<file path="config.mk">
export PLATFORM = sky130hd
export DESIGN_NAME = retrig_interval_counter
export DESIGN_NICKNAME = d
export VERILOG_FILES = /design/src/rtl/retrig_interval_counter.sv
export SDC_FILE = /design/constraint.sdc
export NUM_CORES = 1
export LEC_CHECK = 0
export ABC_AREA = 1
export BUFFER_PORTS_ARGS = -buffer_cell sky130_fd_sc_hd__buf_4
export CORE_MARGIN = 2
export CORE_UTILIZATION = 59
export DETAILED_ROUTE_END_ITERATION = 8
export HOLD_SLACK_MARGIN = 0.05
export PLACE_DENSITY = 0.94
export SLEW_MARGIN = 20
export SYNTH_ARGS = -nofsm -noshare
export SYNTH_HDL_FRONTEND = slang
export SYNTH_SLANG_ARGS = --single-unit
</file>
<file path="constraint.sdc">
create_clock -name clk -period 3.15 [get_ports clk]
set_input_delay 0.315 -clock clk [delete_from_list [all_inputs] [get_ports clk]]
set_output_delay 0.315 -clock clk [all_outputs]
set_load 0.005 [all_outputs]
</file>
<file path="src/rtl/retrig_interval_counter.sv">
// Retriggerable interval counter: a synchronised slow trigger starts a 0..term count,
// ending in a held DONE (one-shot) or reloading to 0 with a wrap pulse (auto-reload).
module retrig_interval_counter #(
  parameter int unsigned WIDTH       = 13,
  parameter bit          AUTO_RELOAD = 1'b0
) (
  input  logic             clk,
  input  logic             resetn,
  input  logic             enable,
  input  logic             trigger,
  input  logic [WIDTH-1:0] term,
  output logic [WIDTH-1:0] count,
  output logic             busy,
  output logic             done,
  output logic             wrap,
  output logic             overrun
);

  typedef enum logic [1:0] {
    IDLE  = 2'b00,
    COUNT = 2'b01,
    DONE  = 2'b10
  } state_t;

  state_t           state_r, state_n;
  logic [WIDTH-1:0] count_r, count_n;
  logic [WIDTH-1:0] term_r, term_n;
  logic             wrap_r, wrap_n;
  logic             overrun_r, overrun_n;
  logic             busy_r, done_r;
  logic             s1_r, s2_r, s3_r;
  logic             rise_s;

  // Three-flop synchroniser; s3 only serves edge detection on the settled s2.
  always_ff @(posedge clk or negedge resetn) begin
    if (!resetn) begin
      s1_r <= 1'b0;
      s2_r <= 1'b0;
      s3_r <= 1'b0;
    end else begin
      s1_r <= trigger;
      s2_r <= s1_r;
      s3_r <= s2_r;
    end
  end

  assign rise_s = s2_r & ~s3_r & enable;

  // Next-state logic; enable=0 overrides every event in the same cycle.
  always_comb begin
    state_n   = state_r;
    count_n   = count_r;
    term_n    = term_r;
    wrap_n    = 1'b0;
    overrun_n = overrun_r;
    if (!enable) begin
      state_n   = IDLE;
      count_n   = {WIDTH{1'b0}};
      overrun_n = 1'b0;
    end else begin
      case (state_r)
        IDLE: begin
          if (rise_s) begin
            state_n = COUNT;
            count_n = {WIDTH{1'b0}};
            term_n  = term;
          end else begin
            state_n = IDLE;
          end
        end
        COUNT: begin
          // A rise while busy never restarts the interval; it is only flagged.
          if (rise_s) begin
            overrun_n = 1'b1;
          end else begin
            overrun_n = overrun_r;
          end
          if (count_r == term_r) begin
            if (AUTO_RELOAD) begin
              count_n = {WIDTH{1'b0}};
              wrap_n  = 1'b1;
            end else begin
              state_n = DONE;
            end
          end else begin
            count_n = count_r + WIDTH'(1);
          end
        end
        DONE: begin
          if (rise_s) begin
            state_n = COUNT;
            count_n = {WIDTH{1'b0}};
            term_n  = term;
          end else begin
            state_n = DONE;
          end
        end
        default: begin
          state_n = IDLE;
          count_n = {WIDTH{1'b0}};
        end
      endcase
    end
  end

  // State and output registers; busy/done are decoded from the next state so they align with it.
  always_ff @(posedge clk or negedge resetn) begin
    if (!resetn) begin
      state_r   <= IDLE;
      count_r   <= {WIDTH{1'b0}};
      term_r    <= {WIDTH{1'b0}};
      wrap_r    <= 1'b0;
      overrun_r <= 1'b0;
      busy_r    <= 1'b0;
      done_r    <= 1'b0;
    end else begin
      state_r   <= state_n;
      count_r   <= count_n;
      term_r    <= term_n;
      wrap_r    <= wrap_n;
      overrun_r <= overrun_n;
      busy_r    <= (state_n == COUNT);
      done_r    <= (state_n == DONE);
    end
  end

  assign count   = count_r;
  assign busy    = busy_r;
  assign done    = done_r;
  assign wrap    = wrap_r;
  assign overrun = overrun_r;

endmodule

</file>
==> results of run 1 <==
-- routing by layer --
| metal | up-vias | routed length (µm) |
|---|---|---|
| met5 | - | 0 |
| met1 | 708 | 1524 |
| met4 | 0 | 56 |
| met2 | 65 | 1842 |
| li1 | 799 | - |
| met3 | 6 | 257 |
-- power by group through the flow --
| stage | logic (mW) | registers (mW) | clock network [mW] |
|---|---|---|---|
| after detailed placement | 0.136 | 0.512 | 0 |
| after CTS | 0.137 | 0.503 | 0.298 |
| after global routing | 0.152 | 0.508 | 0.316 |
| after global placement | 0.129 | 0.507 | 0 |
| final | 0.135 | 0.503 | 0.293 |
| after floorplan | 0.0936 | 0.505 | 0 |
-- metrics by stage --
stage	worst slack, ps	power (mW)	hold WS (ps)	utilization	instances
2_1_floorplan	1769	0.5983	19.41	-	237
6_report	1375	0.9314	75.61	0.7466	302
3_5_place_dp	1409	0.6474	279.5	0.7152	293
3_3_place_gp	1510	0.6357	276.8	0.7152	293
4_1_cts	1397	0.9382	68.15	0.7466	302
5_1_grt	1227	0.9760	69.83	0.7466	302
-- flip-flops by register name, summed over array words and instances (netlist names) --
signal	flops
s3_r	1
s2_r	1
done	1
state_r	2
count	13
s1_r	1
busy	1
overrun	1
term_r	13
-- timing repair --
item                                    in CTS  in global routing
hold buffers                                 1                  0
endpoints found under the setup margin       0                  0
hold endpoints to repair                    34                  0
-- worst max-delay path: stages, from the launching register on --
cell and delay [ps]:
dfrtp_1 490, inv_1 70, nand2_1 70, nand2_1 50, nor2_1 90, nand2_1 90
nor2_2 160, nand3_2 230, nand2_2 290, nand2_1 100, nand2_1 80
-- cells in the mapped netlist, types with 2 or more instances --
library cell / n
dfrtp_1: 34
inv_2: 2
buf_4: 2
xor2_1: 3
buf_2: 3
o21ai_0: 5
nand2_1: 79
mux2_2: 5
a21oi_1: 10
xnor2_1: 4
nor2_1: 32
nand3_1: 17
inv_1: 24
nand4_1: 6
-- kinds of logic (layout without fill, tap and decap cells) --
| family | count (synthesis) | in the layout | share of synthesized area |
|---|---|---|---|
| AND/OR/NAND/NOR | 139 | 139 | 0.3215 |
| flip-flops | 34 | 34 | 0.4752 |
| buffers and inverters | 34 | 68 | 0.08245 |
| AO/OA/AOI/OAI | 16 | 16 | 0.04612 |
| XOR/XNOR | 7 | 7 | 0.03424 |
| multiplexers | 5 | 5 | 0.03144 |
| adder cells (fa/ha/maj) | 1 | 1 | 0.006987 |
| other | 1 | 1 | 0.002094 |
-- final cells by class --
cell class	count	area [µm²]
multi-input cells	169	792.0
fillers	218	716.9
well taps	31	38.79
repair buffers	33	250.2
flip-flops and latches	34	850.8
clock buffers	8	78.83
inverters	27	101.3
-- worst min-delay path by stage --
stage | slack (ps) | cells after the start | startpoint | end
CTS | 70 | 1 | trigger | s1_r
global placement | 280 | 1 | resetn | busy
floorplan | 20 | 0 | resetn | busy
global route | 70 | 1 | trigger | s1_r
finish | 80 | 1 | trigger | s1_r
detailed placement | 280 | 1 | resetn | s1_r
==> run summary, run 1 <==
Run status: complete, no violations
DRT Pass-1 Iters: 4
Die area: 0.003492 mm²
Max FO, Critical Path: 13
RSZ-0062 raised after global routing: false
RR Startpoint: count[4]
Lkg Pwr: 1.111 nW
Gr ovfl total: 0
Post-CTS Setup Bufs: 0
Die W: 59.09 µm
Switching Fraction: 0.2562
DR DRC count: 0
Synth area leaders: dfrtp_1 (48%), nand2_1 (17%), nor2_1 (6.7%)
GRT busiest layer: met2
Sequential area share after synthesis: 0.4752
N_diodes: 0
DIE HEIGHT: 59.09 µm
IO Port Bufs: 32
Combinational share of power: 0.145
Mapped Cells: 237
Final max-slew violation count: 0
CTS Root Cell: clkbuf_4
Worst Setup EP: count[11]
Routed wire length: 3680 µm
Syn nets: 255
Layout cell share with drive strength beyond 1: 0.1882
Clk pwr share: 0.315
Synth Flop Type: dfrtp_1
Critical Path RT: 3430 ps
Leading area contributor after synthesis: dfrtp_1
Yosys warnings: 0
Gpl congestion: 0.9825
Vias in the first global route: 1430
Final ANT Viol Nets: 0
Pin count of the biggest net entering global routing: 35
Initial core utilization: 0.6329
TNS Setup: 0 ps
IO Count: 34
CP Class: flip-flop to flip-flop
Highest Clock Rate: 563.5 MHz
Final hold viol count: 0
Routed via count: 1578
Reg2reg setup slack: 1380 ps
Critical path arrival: 2060 ps
CP startpoint kind: flip-flop
Post-synth EDFFs: 0
Slew @ Worst Pin: 763.2 ps
Final nets: 288
Most frequent cells in the layout: nand2_1 (79), dfrtp_1 (34), nor2_1 (32), buf_4 (32), inv_1 (24)
Num rows: 19
Htree depth: 2
Crit end category: flip-flop
Post-synthesis register bit count: 34
1st-iter DRT viols: 78
CTS Sinks: 34
Syn Area/Cell: 7.555 µm²
First-pass GRT wire length: 5975 µm
Tcrit/Tclk final: 0.5634
Synth top area share: 0.4752
Synth async-reset ratio: 1.000
Maximum vdd drop: 0.3491 mV
Worst skew pair latency: 340 ps
Cell Pwr Density: 441.0 mW/mm²
Final instance area: 0.002112 mm²
TritonCTS clock tree: built
P&R area growth vs syn: 17.96%
Vias per std cell: 5.225
Clock buffer depth: 2
Reg clk slew, reported paths: 100 ps
Resize count post-CTS: 0
Fin crit period: 1775 ps
Met3 usage: 0.05240
Reg-to-Reg End: count[11]
GR Layer Usage met2: 0.4016
Post-DP HPWL: 2726 µm
Max-Cap Viols: 0
Post-Syn Area: 0.001790 mm²
HP Class: primary input to flip-flop
Rel. slew slack: 0.4899
Most common cell after layout, fill and taps aside: nand2_1
Final setup fails: 0
Sequential Power Share: 0.540
Switching power: 0.2386 mW
Netlist cell types: 25
Post-placement cell area: 0.002023 mm²
GRT Total Usage: 0.2331
Core footprint: 0.002829 mm²
Final setup skew: 3.441 ps
CTS Buf Count: 5
Antenna violations before repair: 0
M1 GR Usage: 0.2878
Internal power: 0.6928 mW
Crit path from: count[4]
Wire per inst: 12.19 µm
R2r worst-path depth: 10
Note: power is estimated with default switching activity, not from simulation.
==> inputs of run 2 (changes only) <==
--- a/config.mk
+++ b/config.mk
@@ -8,10 +8,10 @@
 export ABC_AREA = 1
 export BUFFER_PORTS_ARGS = -buffer_cell sky130_fd_sc_hd__buf_4
 export CORE_MARGIN = 2
-export CORE_UTILIZATION = 59
+export CORE_UTILIZATION = 54
 export DETAILED_ROUTE_END_ITERATION = 8
 export HOLD_SLACK_MARGIN = 0.05
-export PLACE_DENSITY = 0.94
+export PLACE_DENSITY = 0.88
 export SLEW_MARGIN = 20
 export SYNTH_ARGS = -nofsm -noshare
 export SYNTH_HDL_FRONTEND = slang
==> constraint.sdc (replaced) <==
create_clock -name clk -period 1.7 [get_ports clk]
set_input_delay 0.17 -clock clk [delete_from_list [all_inputs] [get_ports clk]]
set_output_delay 0.17 -clock clk [all_outputs]
set_load 0.005 [all_outputs]
==> run summary, run 2 (synthesis gave the netlist of run 1 again) <==
Run status: complete, no violations
Clock buffer depth: 2
CP Cell Sequence: nand2_1, nand2_1, nor2_1, nand2_1, nor2_2, nand3_4, buf_4, nand3_1, nand2_1
Worst skew pair latency: 350 ps
Crit-path slowest cell: dfrtp_2
CP Class: flip-flop to flip-flop
Vias per std cell: 5.009
Crit path buffers/inverters: 1
Multi-input logic area: 810.8 µm²
1st-iter DRT viols: 69
TritonCTS clock tree: built
Lkg Pwr: 1.196 nW
Gr ovfl total: 0
Maximum vdd drop: 0.6219 mV
RR Startpoint: count[9]
First-pass GRT wire length: 6506 µm
Num rows: 20
Most frequent cells in the layout: nand2_1 (79), buf_4 (46), nor2_1 (32), dfrtp_1 (30), inv_1 (24)
IO Count: 34
Non-Filler Instances: 335
Antenna violations before repair: 0
M1 GR Usage: 0.3003
Final setup skew: 20.53 ps
CP startpoint kind: flip-flop
GR Layer Usage met2: 0.4030
Max FO, Critical Path: 7
Pin count of the biggest net entering global routing: 35
Final hold viol count: 0
Crit end category: flip-flop
Overall power: 1.788 mW
HP Class: primary input to flip-flop
Critical Path RT: 1960 ps
Pre-CTS setup slack: -14.45 ps
Final ANT Viol Nets: 0
Final setup fails: 0
Most common cell after layout, fill and taps aside: nand2_1
Core footprint: 0.003103 mm²
Reg clk slew, reported paths: 110 ps
Crit-path leading delay family: simple AND/OR/NAND/NOR gates
GRT busiest layer: met2
WHS: 60.49 ps
Tcrit/Tclk final: 0.9389
Htree depth: 2
Most used cell, CP: nand2_1
Met3 usage: 0.06933
CTS Buf Count: 5
Die W: 61.58 µm
Max stage delay on crit path: 480 ps
Setup ws final: 103.8 ps
Gpl congestion: 0.9092
Vias in the first global route: 1515
Fin crit period: 1596 ps
Routed via count: 1678
Layout cell share with drive strength beyond 1: 0.2337
CTS Sinks: 34
P&R area growth vs syn: 28.65%
DRT Pass-1 Iters: 4
Critical path arrival: 1850 ps
Max-Cap Viols: 0
Finished Core Util: 0.7423
Initial core utilization: 0.5770
Fillers: 256
Final max-slew violation count: 0
Routed wire length: 4021 µm
FF/Latch Area: 855.8 µm²
IO Port Bufs: 32
Wire per inst: 12.00 µm
Die area: 0.003792 mm²
Post-DP HPWL: 2909 µm
CTS Root Cell: clkbuf_4
Cell Pwr Density: 776.1 mW/mm²
Highest Clock Rate: 626.5 MHz
GRT Total Usage: 0.2403
Crit path from: count[9]
DR DRC count: 0
Placed insts: 320
N_diodes: 0
Hold wc startpoint: term[0]
DIE HEIGHT: 61.58 µm
Final nets: 308
[run 2: changes by cell type in the layout (fill, tap and decap cells not counted)]
cell	previous run	this run
buf_4	32	46
dlygate4sd3_1	1	6
dfrtp_1	34	30
dfrtp_2	0	4
clkbuf_8	3	0
clkbuf_1	0	2
bufinv_16	0	1
nand2_4	0	1
nand3_2	1	0
nand3_4	0	1
[run 2: report_power, final]
| part | switching [mW] | leakage, nW | internal (mW) |
|---|---|---|---|
| Combinational | 0.143 | 0.734 | 0.133 |
| Clock | 0.269 | 0.0395 | 0.312 |
| Sequential | 0.0461 | 0.423 | 0.884 |
[run 2: per-stage QoR]
stage | TNS, ps | instance area (µm²)
finish | 0 | 2303
global route | -7.866 | 2303
CTS | 0 | 2276
detailed placement | -26.59 | 2145
global placement | 0 | 2145
floorplan | 0 | 1790
[run 2: worst paths after layout]
path                       depth (start not counted)         to  slack (ps)
min reg2reg                                        0       s2_r         360
max                                                9  count[10]         100
max in group asynchronous                          2   count[0]        1080
min                                                2  term_r[0]          60
min in group asynchronous                          2   count[6]         280
max reg2reg                                        9  count[10]         100
[run 2: metal layers]
metal | part of all wire | up-vias | wire length (µm)
met4 | 0.019 | 0 | 75
met2 | 0.49 | 40 | 1980
met1 | 0.44 | 784 | 1779
met3 | 0.046 | 9 | 186
met5 | 0 | - | 0
li1 | - | 845 | -
[run 2: what timing repair did]
action | CTS | global route
buffers inserted | 0 | 0
pin swaps | 0 | 1
endpoints found under the setup margin | 13 | 14
hold buffers | 5 | 1
hold endpoints to repair | 38 | 1
gates resized for setup | 2 | 4
gates cloned | 0 | 1
[run 2: final cells by class]
cell class                      instances  area share
Sequential cell                        34      0.3715
Multi-Input combinational cell        170      0.3520
Timing Repair Buffer                   52      0.1760
Inverter                               27     0.04400
Tap cell                               44     0.02390
Clock buffer                            7     0.01955
Clock inverter                          1     0.01304
==> inputs of run 3 (changes only) <==
--- a/config.mk
+++ b/config.mk
@@ -11,7 +11,7 @@
 export CORE_UTILIZATION = 54
 export DETAILED_ROUTE_END_ITERATION = 8
 export HOLD_SLACK_MARGIN = 0.05
-export PLACE_DENSITY = 0.88
+export PLACE_DENSITY = 0.86
 export SLEW_MARGIN = 20
 export SYNTH_ARGS = -nofsm -noshare
 export SYNTH_HDL_FRONTEND = slang
==> run summary, run 3 (synthesis gave the netlist of run 1 again) <==
Overall power: 1.600 mW
Crit-path leading delay family: simple AND/OR/NAND/NOR gates
Gpl congestion: 0.9467
Critical Path RT: 1930 ps
Post-DP HPWL: 2838 µm
P&R area growth vs syn: 24.18%
DRT Pass-1 Iters: 4
Die area: 0.003792 mm²
CTS Root Cell: clkbuf_4
Final hold viol count: 0
GRT Total Usage: 0.2378
Sequential Power Share: 0.581
Finished Core Util: 0.7165
IO Port Bufs: 32
Post-CTS Setup Bufs: 0
Internal power: 1.169 mW
Num rows: 20
Vias per std cell: 5.033
Reg clk slew, reported paths: 90 ps
Multi-input logic area: 802.0 µm²
Final instance area: 0.002223 mm²
Maximum vdd drop: 0.7416 mV
Crit end category: flip-flop
Wire per inst: 11.83 µm
Critical path arrival: 1810 ps
Gr ovfl total: 0
DIE HEIGHT: 61.58 µm
IO Count: 34
Met3 usage: 0.04622
CP Class: flip-flop to flip-flop
Run status: complete, no violations
Worst skew pair latency: 340 ps
Crit-path slowest cell: dfrtp_1
CP Cell Sequence: ha_1, nand2_1, nor2_2, nand3_1, o21ai_0, nor2_1, nand3_1, nand2_1
WHS: 66.18 ps
First-pass GRT wire length: 6465 µm
Max stage delay on crit path: 450 ps
Crit path buffers/inverters: 0
Core footprint: 0.003103 mm²
Fillers: 265
Initial core utilization: 0.5770
TNS Setup: 0 ps
Fin crit period: 1575 ps
Final ANT Viol Nets: 0
Clk pwr share: 0.254
Combinational share of power: 0.165
DR DRC count: 0
Tcrit/Tclk final: 0.9268
Vias in the first global route: 1537
Most common cell after layout, fill and taps aside: nand2_1
GR Layer Usage met2: 0.4000
Die W: 61.58 µm
Most frequent cells in the layout: nand2_1 (79), buf_4 (45), dfrtp_1 (33), nor2_1 (30), inv_1 (24)
Final nets: 303
Layout cell share with drive strength beyond 1: 0.2246
TritonCTS clock tree: built
N_diodes: 0
Cell Pwr Density: 719.8 mW/mm²
Switching power: 0.4315 mW
Max FO, Critical Path: 6
Pin count of the biggest net entering global routing: 35
Max-Cap Viols: 0
Htree depth: 2
Lkg Pwr: 1.163 nW
Final max-slew violation count: 0
Switching Fraction: 0.2696
Post-placement cell area: 0.002137 mm²
Routed via count: 1656
Highest Clock Rate: 634.7 MHz
Final setup skew: 15.82 ps
HP Class: primary input to flip-flop
M1 GR Usage: 0.2955
Final setup fails: 0
Antenna violations before repair: 0
CTS Sinks: 34
Routed wire length: 3891 µm
Clock buffer depth: 2
1st-iter DRT viols: 80
CTS Buf Count: 5
FF/Latch Area: 852.1 µm²
CP startpoint kind: flip-flop
GRT busiest layer: met2
## run 3: changes by cell type in the layout (fill, tap and decap cells not counted), sizes merged
cell	before	now
bufinv	1	0
nand2	81	80
dlygate4sd3	6	3
buf	46	45
## run 3: routing by layer
layer  up-vias  routed length, µm
met3         4                162
li1        830                  -
met2        47               1997
met1       775               1696
met5         -                  0
met4         0                 35
## run 3: cell type report
class                   count  share of cell area
well taps                  44             0.02476
flip-flops and latches     34              0.3832
inverters                  27             0.04558
repair buffers             48              0.1654
multi-input cells         169              0.3607
clock buffers               7             0.02026
## run 3: worst register-to-register path, stage by stage (launching register included)
cell and delay [ps]:
dfrtp_1 450, ha_1 220, nand2_1 100, nor2_2 190, nand3_1 110, o21ai_0 190
nor2_1 80, nand3_1 90, nand2_1 60
## run 3: path summary, 6_finish.rpt
check | from | end | slack (ps) | cells past startpoint
setup reg to reg | count[1] | count[10] | 120 | 8
hold reg to reg | s1_r | s2_r | 360 | 0
min in group asynchronous | resetn | count[5] | 290 | 2
max in group asynchronous | resetn | count[0] | 1080 | 2
setup / recovery | count[1] | count[10] | 120 | 8
hold / removal | term[0] | term_r[0] | 70 | 2
## run 3: repair_timing
| action | in CTS | in global routing |
|---|---|---|
| endpoints found under the setup margin | 0 | 11 |
| resized for setup | 0 | 4 |
| hold buffers | 3 | 0 |
| hold endpoints to repair | 36 | 0 |
## run 3: power by group through the flow
stage	clock network [mW]	logic, mW	registers, mW
2_1_floorplan	0	0.173	0.935
3_3_place_gp	0	0.252	0.941
3_5_place_dp	0	0.259	0.945
4_1_cts	0.418	0.265	0.929
5_1_grt	0.446	0.301	0.940
6_report	0.406	0.264	0.930
## run 3: per-stage QoR
| stage | std cells | setup slack, ps |
|---|---|---|
| 6_report | 329 | 124.5 |
| 2_1_floorplan | 237 | 319.2 |
| 3_5_place_dp | 319 | 129.7 |
| 5_1_grt | 329 | -15.34 |
| 3_3_place_gp | 319 | 173.4 |
| 4_1_cts | 329 | 114.6 |
